$ cat src/rtl/miner_nonce_scheduler.sv
// miner_nonce_scheduler: hands out a nonce range across miner cores round-robin and reports the first hit or exhaustion
module miner_nonce_scheduler #(
  parameter int NUM_CORES = 4,
  parameter int NONCE_W = 32
) (
  input  logic                 clk,
  input  logic                 n_rst,
  input  logic                 job_start,
  input  logic                 job_abort,
  input  logic [NONCE_W-1:0]   nonce_base,
  input  logic [NONCE_W-1:0]   nonce_limit,
  input  logic [NUM_CORES-1:0] core_finished,
  input  logic [NUM_CORES-1:0] core_hit,
  output logic [NUM_CORES-1:0] core_start,
  output logic [NONCE_W-1:0]   core_nonce,
  output logic                 found,
  output logic [NONCE_W-1:0]   found_nonce,
  output logic                 exhausted,
  output logic                 busy
);
  localparam int PW = $clog2(NUM_CORES);
  typedef enum logic [1:0] {IDLE, RUN, DRAIN, DONE} state_t;
  state_t state, state_n;
  logic [NONCE_W-1:0] next_nonce, limit_q, found_nonce_q;
  logic [NONCE_W-1:0] nonce_q [NUM_CORES];
  logic [NUM_CORES-1:0] busy_map, busy_nxt, hits, start_vec;
  logic [PW-1:0] ptr, sel, cand, hit_idx;
  logic last_issued, found_q, exhausted_q, have_idle, issue, hit_any, idle_or_done, active;
  int idx;
  always_comb begin
    sel = '0;
    cand = '0;
    have_idle = 1'b0;
    hit_idx = '0;
    idx = 0;
    // Scan downwards so the candidate closest to ptr (and the lowest hit index) is kept last
    for (int k = NUM_CORES - 1; k >= 0; k--) begin
      idx = int'(ptr) + k;
      idx = idx >= NUM_CORES ? idx - NUM_CORES : idx;
      cand = PW'(idx);
      if (!busy_map[cand]) begin
        sel = cand;
        have_idle = 1'b1;
      end
      if (hits[PW'(k)]) hit_idx = PW'(k);
    end
  end
  assign active       = state == RUN || state == DRAIN;
  assign idle_or_done = state == IDLE || state == DONE;
  assign issue        = state == RUN && !last_issued && have_idle;
  assign start_vec    = issue ? NUM_CORES'(1) << sel : '0;
  assign hits         = core_finished & core_hit & busy_map;
  assign hit_any      = |hits;
  assign busy_nxt     = (busy_map & ~core_finished) | start_vec;
  assign core_start   = start_vec;
  assign core_nonce   = issue ? next_nonce : '0;
  assign found        = found_q;
  assign found_nonce  = found_nonce_q;
  assign exhausted    = exhausted_q;
  assign busy         = active;
  always_comb begin
    state_n = (job_abort && state != IDLE) ? IDLE
            : (idle_or_done && job_start) ? RUN
            : (active && hit_any) ? DONE
            : (issue && next_nonce == limit_q) ? DRAIN
            : (state == DRAIN && busy_nxt == '0) ? DONE
            : state;
  end
  always_ff @(posedge clk) begin
    if (!n_rst) begin
      state <= IDLE;
      next_nonce <= '0;
      limit_q <= '0;
      ptr <= '0;
      busy_map <= '0;
      last_issued <= 1'b0;
      found_q <= 1'b0;
      exhausted_q <= 1'b0;
      found_nonce_q <= '0;
    end else begin
      state <= state_n;
      if (job_abort && state != IDLE) begin
        busy_map <= '0;
        last_issued <= 1'b0;
        found_q <= 1'b0;
        exhausted_q <= 1'b0;
        found_nonce_q <= '0;
      end else if (idle_or_done && job_start) begin
        next_nonce <= nonce_base;
        limit_q <= nonce_limit;
        ptr <= '0;
        busy_map <= '0;
        last_issued <= 1'b0;
        found_q <= 1'b0;
        exhausted_q <= 1'b0;
        found_nonce_q <= '0;
      end else if (active) begin
        busy_map <= busy_nxt;
        if (issue) begin
          nonce_q[sel] <= next_nonce;
          next_nonce <= next_nonce + 1'b1;
          ptr <= sel == PW'(NUM_CORES - 1) ? '0 : sel + 1'b1;
          if (next_nonce == limit_q) last_issued <= 1'b1;
        end
        if (hit_any) begin
          found_q <= 1'b1;
          found_nonce_q <= nonce_q[hit_idx];
        end else if (state_n == DONE) begin
          exhausted_q <= 1'b1;
        end
      end
    end
  end
endmodule

$ cat config.mk
export PLATFORM = sky130hd
export DESIGN_NAME = miner_nonce_scheduler
export DESIGN_NICKNAME = d
export VERILOG_FILES = /design/src/rtl/miner_nonce_scheduler.sv
export SDC_FILE = /design/constraint.sdc
export NUM_CORES = 1
export LEC_CHECK = 0
export CELL_PAD_IN_SITES_DETAIL_PLACEMENT = 2
export CELL_PAD_IN_SITES_GLOBAL_PLACEMENT = 2
export CORE_ASPECT_RATIO = 0.7
export CORE_MARGIN = 8
export CORE_UTILIZATION = 30
export CTS_CLUSTER_SIZE = 25
export DETAILED_ROUTE_END_ITERATION = 16
export GPL_TIMING_DRIVEN = 0
export PLACE_DENSITY = 0.88
export RECOVER_POWER = 25
export SETUP_SLACK_MARGIN = 0.3
export SYNTH_ARGS = -nofsm -noshare
export SYNTH_HDL_FRONTEND = slang
export SYNTH_SLANG_ARGS = --single-unit
$ cat constraint.sdc
create_clock -name clk -period 2.4 [get_ports clk]
set_clock_uncertainty 0.05 [all_clocks]
set_input_delay 0.6 -clock clk [delete_from_list [all_inputs] [get_ports clk]]
set_output_delay 0.6 -clock clk [all_outputs]
set_load 0.02 [all_outputs]
==> results of run 1 <==
[cells by family after synthesis]
logic type / synth area share
and+or+nand+nor: 0.202
AOI/OAI and AO/OA: 0.150
DFF: 0.507
buffers and inverters: 0.0506
muxes: 0.0437
xor gates and xnor gates: 0.0350
adders and majority gates: 0.0125
[synthesized netlist by cell type, types with 11 or more instances]
cell type	count	area (um2)
edfxtp_1	64	1920
a211oi_1	36	270
nor2_1	79	297
xor2_1	30	263
dfxtp_1	107	2140
mux2i_1	35	350
buf_2	14	70.1
and3_1	40	250
nand2_1	102	383
nand4_1	14	87.6
nand3_1	24	120
clkbuf_1	33	124
a21oi_1	52	260
a31oi_1	11	68.8
nor3_1	11	55.1
o21ai_0	18	90.1
[per-layer routing]
layer,vias up,GRT usage,share of wire
li1,3442,-,-
met1,4119,0.304,0.41
met2,463,0.375,0.47
met3,144,0.0590,0.081
met4,2,0.0901,0.041
met5,-,0,0.00025
[area by class of cell]
cell class              count  area [um2]  share of cell area
flip-flops and latches    171        4100               0.330
well taps                 364         455              0.0366
inverters                   9        45.0             0.00362
clock inverters            15         164              0.0132
plain buffers              63         642              0.0516
multi-input cells         575        4390               0.353
repair buffers            203        2210               0.178
clock buffers              17         425              0.0342
[registers in the layout, indices dropped and copies added, names as in the netlist]
signal       flops
busy_map         4
exhausted        1
found            1
found_nonce     32
last_issued      1
limit_q         32
next_nonce      32
nonce_q         64
ptr              2
state            2
[through the flow]
step	power, mW	TNS (ps)	setup WS [ps]	cell area (um2)
6_report	7.80	-4800	-370	12400
4_1_cts	7.35	-3350	-187	11500
3_3_place_gp	4.26	-56410	-519	9960
2_1_floorplan	3.81	0	306	8060
3_5_place_dp	4.32	-73100	-607	9960
5_1_grt	7.96	-6640	-407	12400
[report_power, final]
group	switching [mW]	internal, mW
Clock	1.38	1.55
Combinational	0.850	0.691
Sequential	0.216	3.11
Total	2.44	5.36
[what timing repair did]
| item | 4_1_cts | 5_1_grt |
|---|---|---|
| pin swaps | 40 | 29 |
| setup endpoints to repair | 212 | 206 |
| gates resized for setup | 376 | 208 |
| gates cloned | 7 | 7 |
| buffers inserted | 31 | 18 |
[cells in the final DEF, fill, tap and decap left out, drive strengths merged, types with 4 or more instances in the layout]
cell type and instances:
dlymetal6s2s 18, nand3 28, o21ai 20, clkdlybuf4s50 86
and2 8, nand2 102, nor3 11, nor2b 5
xor2 30, o22ai 4, o221ai 4, mux2i 35
buf 124, ha 8, nor4 12, o221a 7
dfxtp 107, nor2 80, edfxtp 64, a32oi 5
dlygate4sd2 4, a31oi 11, a22o 4, and3 45
a211oi 36, nand2b 7, a21oi 52, clkbuf 51
clkinv 9, inv 12, nand4 17, a22oi 8
[worst paths after layout]
| kind | to | startpoint | cells after the start | slack (ps) |
|---|---|---|---|---|
| min | nonce_q[1][16]$_DFFE_PP_ | next_nonce[16]$_SDFFE_PN0P_ | 0 | 410 |
| max reg2reg | state[0]$_SDFF_PN0_ | ptr[0]$_SDFFE_PN0P_ | 11 | -370 |
| min reg2reg | nonce_q[1][16]$_DFFE_PP_ | next_nonce[16]$_SDFFE_PN0P_ | 0 | 410 |
| max | state[0]$_SDFF_PN0_ | ptr[0]$_SDFFE_PN0P_ | 11 | -370 |
==> flow_summary.yaml, run 1 <==
run_status:
  outcome: "finished, violations left"
  violations: "negative setup slack"
setup_path:
  crit_required_ps: 2720
  critPathTopFamily: "compound AO/OA/AOI/OAI gates"
  crit_arrival_ps: 3090
  path_cells: "nor2_1, nor2_1, o21a_4, inv_4, ha_4, buf_4, nor4_4, nor3_2, o31ai_2, o311ai_1, a31oi_1"
  slowest_stage: "dfxtp_1"
  slowest_delay_ps: 500
  path_class: "register to register"
  crit_path_frequent_cell: "nor2_1"
  path_buf_inv: 2
  end_kind: "register"
  crit_fanout: 6
  start_kind: "register"
sta:
  hold_slack_ps: 410
  relSlewSlack: 0.408
  timing.fmax_ghz: 0.361
  worst-slew-pin-transition_ps: 887
  period_minus_slack_ps: 2770
  rsz0062_at_grt: "yes"
  fin_crit_sh: 1.15
  finalMaxSlewViolations: 0
  setup_ws_ps: -370
  setup_viol: 41
  hold_violations: 0
global_routing:
  antenna_found_initial: 1
  grt_overflow: 0
  grt_max_degree: 17
  grt_pass1_vias: 8586
  grt_pass1_wl_mm: 57.1
  groute.usage.overall: 0.236
final_layout:
  n_fill_cell: 2707
  final_cells: 1417
  diodes: 0
  syn_to_final_growth_pct: 55.1
  fin_nets: 1124
  drive_gt1_frac: 0.330
  final_core_util: 0.469
logic_synthesis:
  async_flop_share: 0
  synth_area_um2: 8010
  synth_seq_cells: 171
  ys_seq_area_frac: 0.507
  syn_area_per_cell_um2: 9.86
  yosysWarnings: 0
  syn_nets: 897
  synth_cells: 813
  post_synth_num_cell_types: 68
  synth_edf_count: 64
  ys.flop_type: "dfxtp_1"
routing:
  wl_per_cell_um: 30.7
  drc: 0
  postRouteAntennaNets: 0
  drt-pass1-iter-count: 5
  drt_wl_total_mm: 43.6
  drt_iter0_drc: 725
  vias: 8170
  via_per_inst: 5.77
power:
  leakagePower_nw: 5.10
  p_per_area_nw_per_um2: 628
  ir_worst_vdd_v: 0.000516
die:
  ios: 147
  initial_core_util: 0.302
  core_area_um2: 26500
  fp.dieH_um: 153
  die_w_um: 211
  die_area_um2: 32300
  rows: 50
place:
  hpwl_mm: 25.1
  place.gp.congestion: 0.882
  portBuffers: 145
  dp_cells: 1322
clock_network:
  cts_hold_buf: 0
  cts_tree: "done"
  clock_latency_ps: 470
  cts-root-buf: "clkbuf_16"
  clk_pin_slew_worst_paths_ps: 80
  clkSinkCount: 171
  htree_levels: 4
  clock_path_buffers: 2
  cts_buffers: 17
job:
  cap_violations: 0
hold_path:
  min_path_type: "register to register"
(Power assumes the default switching activity.)
==> run 2: changes to the inputs <==
- RECOVER_POWER: 25 -> 100
==> flow_summary.yaml, run 2 (synthesis gave the netlist of run 1 again) <==
sta:
  finalMaxSlewViolations: 0
  hold_violations: 0
  setup_viol: 40
  relSlewSlack: 0.410
  timing.fmax_ghz: 0.363
  rsz0062_at_grt: "yes"
  hold_slack_ps: 417
  worst-slew-pin-transition_ps: 885
  period_minus_slack_ps: 2760
  fin_crit_sh: 1.15
  setup_ws_ps: -359
global_routing:
  grt_overflow: 0
  grt_pass1_wl_mm: 57.1
  grt_pass1_vias: 8586
  groute.usage.overall: 0.236
  grt-busiest-layer: "met2"
  met2_usage: 0.375
  met1_usage: 0.304
  use_met3: 0.0590
  antenna_found_initial: 1
  grt_max_degree: 17
die:
  initial_core_util: 0.302
  rows: 50
  fp.dieH_um: 153
  die_w_um: 211
  ios: 147
  core_area_um2: 26500
  die_area_um2: 32300
routing:
  postRouteAntennaNets: 0
  drt_wl_total_mm: 43.5
  via_per_inst: 5.75
  drt_iter0_drc: 805
  drt-pass1-iter-count: 5
  wl_per_cell_um: 30.7
  vias: 8148
  drc: 0
power:
  clkPwrFrac: 0.376
  leakagePower_nw: 5.10
  switching_share: 0.313
  p_per_area_nw_per_um2: 627
  power_frac_seq: 0.427
  ir_worst_vdd_v: 0.000515
  p_sw_mw: 2.44
  power_frac_comb: 0.197
  p_int_mw: 5.36
clock_network:
  htree_levels: 4
  clock_path_buffers: 2
  cts_buffers: 17
  cts-root-buf: "clkbuf_16"
  cts_tree: "done"
  clk_pin_slew_worst_paths_ps: 80
  clock_latency_ps: 470
  cts_hold_buf: 0
  clkSinkCount: 171
final_layout:
  syn_to_final_growth_pct: 55.1
  largest_register_ffs: 64
  regMostFlops: "nonce_q"
  fin_area_um2: 12400
  drive_gt1_frac: 0.330
  fin_nets: 1124
  final_cell_mix: "nand2_1, dfxtp_1, clkdlybuf4s50_1"
  mostFrequentLayoutCell: "nand2_1"
setup_path:
  end_kind: "register"
  reg2reg_depth: 11
  r2r_setup_slack_ps: -360
  slowest_stage: "dfxtp_1"
  crit_path_frequent_cell: "nor2_1"
  path_buf_inv: 2
  crit_fanout: 6
  r2r-end: "state[0]$_SDFF_PN0_"
  crit_arrival_ps: 3080
  path_cells: "nor2_1, nor2_1, o21a_4, inv_4, ha_4, buf_4, nor4_4, nor3_2, o31ai_2, o311ai_1, a31oi_1"
  slowest_delay_ps: 500
  r2r-start: "ptr[0]$_SDFFE_PN0P_"
  start_kind: "register"
  crit_required_ps: 2720
  path_class: "register to register"
  critPathTopFamily: "compound AO/OA/AOI/OAI gates"
place:
  placed_area_um2: 9960
  hpwl_mm: 25.1
  portBuffers: 145
  place.gp.congestion: 0.882
run_status:
  violations: "negative setup slack"
  outcome: "finished, violations left"
hold_path:
  min_to: "nonce_q[1][16]$_DFFE_PP_"
  min_path_type: "register to register"
  min_from: "next_nonce[16]$_SDFFE_PN0P_"
  hold_path_depth: 0
job:
  cap_violations: 0
==> run 2: cell count changes in the layout (fill, tap and decap cells not counted) <==
cell / change
diode_2: +1
==> run 2: power groups by stage <==
| stage | Combinational (mW) | Clock [mW] | Sequential [mW] |
|---|---|---|---|
| after floorplan | 0.538 | 0 | 3.27 |
| after global placement | 0.927 | 0 | 3.34 |
| after detailed placement | 0.966 | 0 | 3.35 |
| after CTS | 1.18 | 2.88 | 3.29 |
| after global routing | 1.59 | 3.05 | 3.33 |
| final | 1.54 | 2.93 | 3.33 |
==> run 2: what timing repair did <==
action | 4_1_cts | 5_1_grt
setup endpoints to repair | 212 | 206
pin swaps | 40 | 29
gates resized for setup | 376 | 208
buffers inserted | 31 | 18
cloned | 7 | 7
==> run 2: final cells by class <==
class	count	area, um2
diodes	1	2.50
plain buffers	63	642
multi-input cells	575	4390
well taps	364	455
repair buffers	203	2210
flip-flops and latches	171	4100
clock buffers	17	425
inverters	9	45.0
clock inverters	15	164
fillers	2707	14100
==> run 2: worst max path at each step <==
stage	from	end	depth (start not counted)
floorplan	state[1]$_SDFF_PN0_	nonce_q[0][0]$_DFFE_PP_	5
global placement	core_finished[0]	found_nonce[7]$_SDFFE_PP0P_	7
detailed placement	state[1]$_SDFF_PN0_	core_nonce[19]	7
CTS	busy_map[3]$_SDFFE_PP0P_	core_start[1]	6
global route	ptr[0]$_SDFFE_PN0P_	state[0]$_SDFF_PN0_	11
finish	ptr[0]$_SDFFE_PN0P_	state[0]$_SDFF_PN0_	11
==> run 2: per-layer routing <==
layer | part of all wire | up-vias
li1 | - | 3450
met1 | 0.40 | 4121
met2 | 0.47 | 444
met3 | 0.085 | 133
met4 | 0.040 | 0
met5 | 0 | -
==> run 2: stage by stage <==
| stage | power (mW) | setup WS [ps] | instances | TNS [ps] | util |
|---|---|---|---|---|---|
| 3_5_place_dp | 4.32 | -607 | 1322 | -73100 | 0.376 |
| 5_1_grt | 7.97 | -407 | 1418 | -6640 | 0.469 |
| 6_report | 7.79 | -359 | 1418 | -4790 | 0.469 |
| 2_1_floorplan | 3.81 | 306 | 813 | 0 | - |
| 3_3_place_gp | 4.26 | -519 | 1322 | -56410 | 0.376 |
| 4_1_cts | 7.35 | -187 | 1392 | -3350 | 0.432 |
==> run 3: changes to the inputs <==
- CORE_MARGIN: 8 -> 5
==> flow_summary.yaml, run 3 (synthesis gave the netlist of run 1 again) <==
die:
  die_w_um: 205
  ios: 147
  fp.dieH_um: 147
  die_area_um2: 30100
  rows: 50
  initial_core_util: 0.302
  core_area_um2: 26500
clock_network:
  htree_levels: 4
  cts_buffers: 17
  clk_pin_slew_worst_paths_ps: 80
  cts-root-buf: "clkbuf_16"
  clock_latency_ps: 480
  clkSinkCount: 171
  clock_path_buffers: 2
  cts_tree: "done"
routing:
  drt_iter0_drc: 946
  wl_per_cell_um: 33.8
  postRouteAntennaNets: 0
  vias: 8709
  via_per_inst: 5.93
  drt_wl_total_mm: 49.6
  drt-pass1-iter-count: 5
  drc: 0
final_layout:
  n_fill_cell: 2615
  final_cell_mix: "nand2_1, clkdlybuf4s50_1, dfxtp_1"
  regMostFlops: "nonce_q"
  final_cells: 1468
  largest_register_ffs: 64
  drive_gt1_frac: 0.417
  syn_to_final_growth_pct: 68.1
  diodes: 0
  fin_nets: 1175
setup_path:
  path_class: "register to output port"
  slowest_delay_ps: 370
  critPathTopFamily: "compound AO/OA/AOI/OAI gates"
  start_kind: "register"
  crit_fanout: 4
  crit_arrival_ps: 2150
  slowest_stage: "dfxtp_4"
  r2r_setup_slack_ps: -390
  path_cells: "o21bai_2, a221oi_2, buf_4, ha_4, and3_4, buf_6"
  path_buf_inv: 2
  crit_required_ps: 1750
  end_kind: "output port"
sta:
  period_minus_slack_ps: 2800
  relSlewSlack: 0.236
  setup_ws_ps: -400
  rsz0062_at_grt: "yes"
  finalMaxSlewViolations: 0
  final.setup.tns_ps: -18370
  setup_viol: 117
  hold_slack_ps: 413
  hold_violations: 0
  fin_crit_sh: 1.17
  timing.fmax_ghz: 0.357
  worst-slew-pin-transition_ps: 1150
hold_path:
  min_path_type: "register to register"
power:
  p_sw_mw: 2.71
  p_int_mw: 5.33
  finalPower_mw: 8.03
  switching_share: 0.337
  power_frac_seq: 0.418
  clkPwrFrac: 0.358
  p_per_area_nw_per_um2: 596
  power_frac_comb: 0.224
  leakagePower_nw: 5.39
  ir_worst_vdd_v: 0.000492
place:
  place.gp.congestion: 0.904
  dp_cells: 1322
  hpwl_mm: 24.8
  portBuffers: 145
global_routing:
  grt_overflow: 0
  antenna_found_initial: 0
  groute.usage.overall: 0.277
  grt_max_degree: 19
  grt_pass1_vias: 9040
  grt_pass1_wl_mm: 61.6
run_status:
  violations: "negative setup slack"
  outcome: "finished, violations left"
job:
  cap_violations: 0
-- run 3: final timing paths --
check | startpoint | to | cells after the start
hold reg to reg | next_nonce[16]$_SDFFE_PN0P_ | nonce_q[1][16]$_DFFE_PP_ | 0
hold / removal | next_nonce[16]$_SDFFE_PN0P_ | nonce_q[1][16]$_DFFE_PP_ | 0
setup / recovery | busy_map[3]$_SDFFE_PP0P_ | core_start[3] | 6
setup reg to reg | state[1]$_SDFF_PN0_ | next_nonce[26]$_SDFFE_PN0P_ | 11
-- run 3: worst reg2reg max path, stage by stage, from the launching register on --
cell,delay (ps)
dfxtp_2,370
inv_4,60
buf_6,110
buf_6,110
ha_4,340
buf_6,140
and3b_2,240
o221ai_4,240
buf_6,240
nor4b_4,260
nand3_1,220
a31oi_1,310
-- run 3: repair_timing --
action	CTS	global route
cloned	10	7
endpoints found under the setup margin	212	197
buffers inserted	40	57
hold buffers	0	0
pin swaps	32	70
gates resized for setup	443	273
-- run 3: metrics by stage --
step                area, um2   util  setup slack [ps]
detailed placement       9960  0.376              -680
finish                  13500  0.508              -400
floorplan                8060      -               306
global placement         9960  0.376              -553
global route            13500  0.508              -463
CTS                     11900  0.447              -182
-- run 3: area by class of cell --
| type | count | area [um2] | share of cell area |
|---|---|---|---|
| Timing Repair Buffer | 255 | 2730 | 0.203 |
| Tap cell | 364 | 455 | 0.0338 |
| Multi-Input combinational cell | 574 | 4770 | 0.354 |
| Inverter | 9 | 47.5 | 0.00353 |
| Clock buffer | 17 | 425 | 0.0316 |
| Clock inverter | 15 | 153 | 0.0113 |
| Sequential cell | 171 | 4100 | 0.304 |
| Buffer | 63 | 790 | 0.0586 |
-- run 3: routing by layer --
metal	GRT usage	wire, um	share of wire	up-vias
met5	0	0	0	-
met4	0.134	3000	0.061	0
met3	0.0627	3730	0.075	199
met2	0.449	23200	0.47	592
met1	0.350	19600	0.40	4379
li1	-	-	-	3539
-- run 3: power groups by stage --
| stage | registers (mW) | clock network [mW] | logic, mW |
|---|---|---|---|
| final | 3.36 | 2.87 | 1.80 |
| after global routing | 3.35 | 3.00 | 1.83 |
| after CTS | 3.29 | 2.79 | 1.24 |
| after detailed placement | 3.36 | 0 | 0.963 |
| after global placement | 3.34 | 0 | 0.926 |
| after floorplan | 3.27 | 0 | 0.538 |
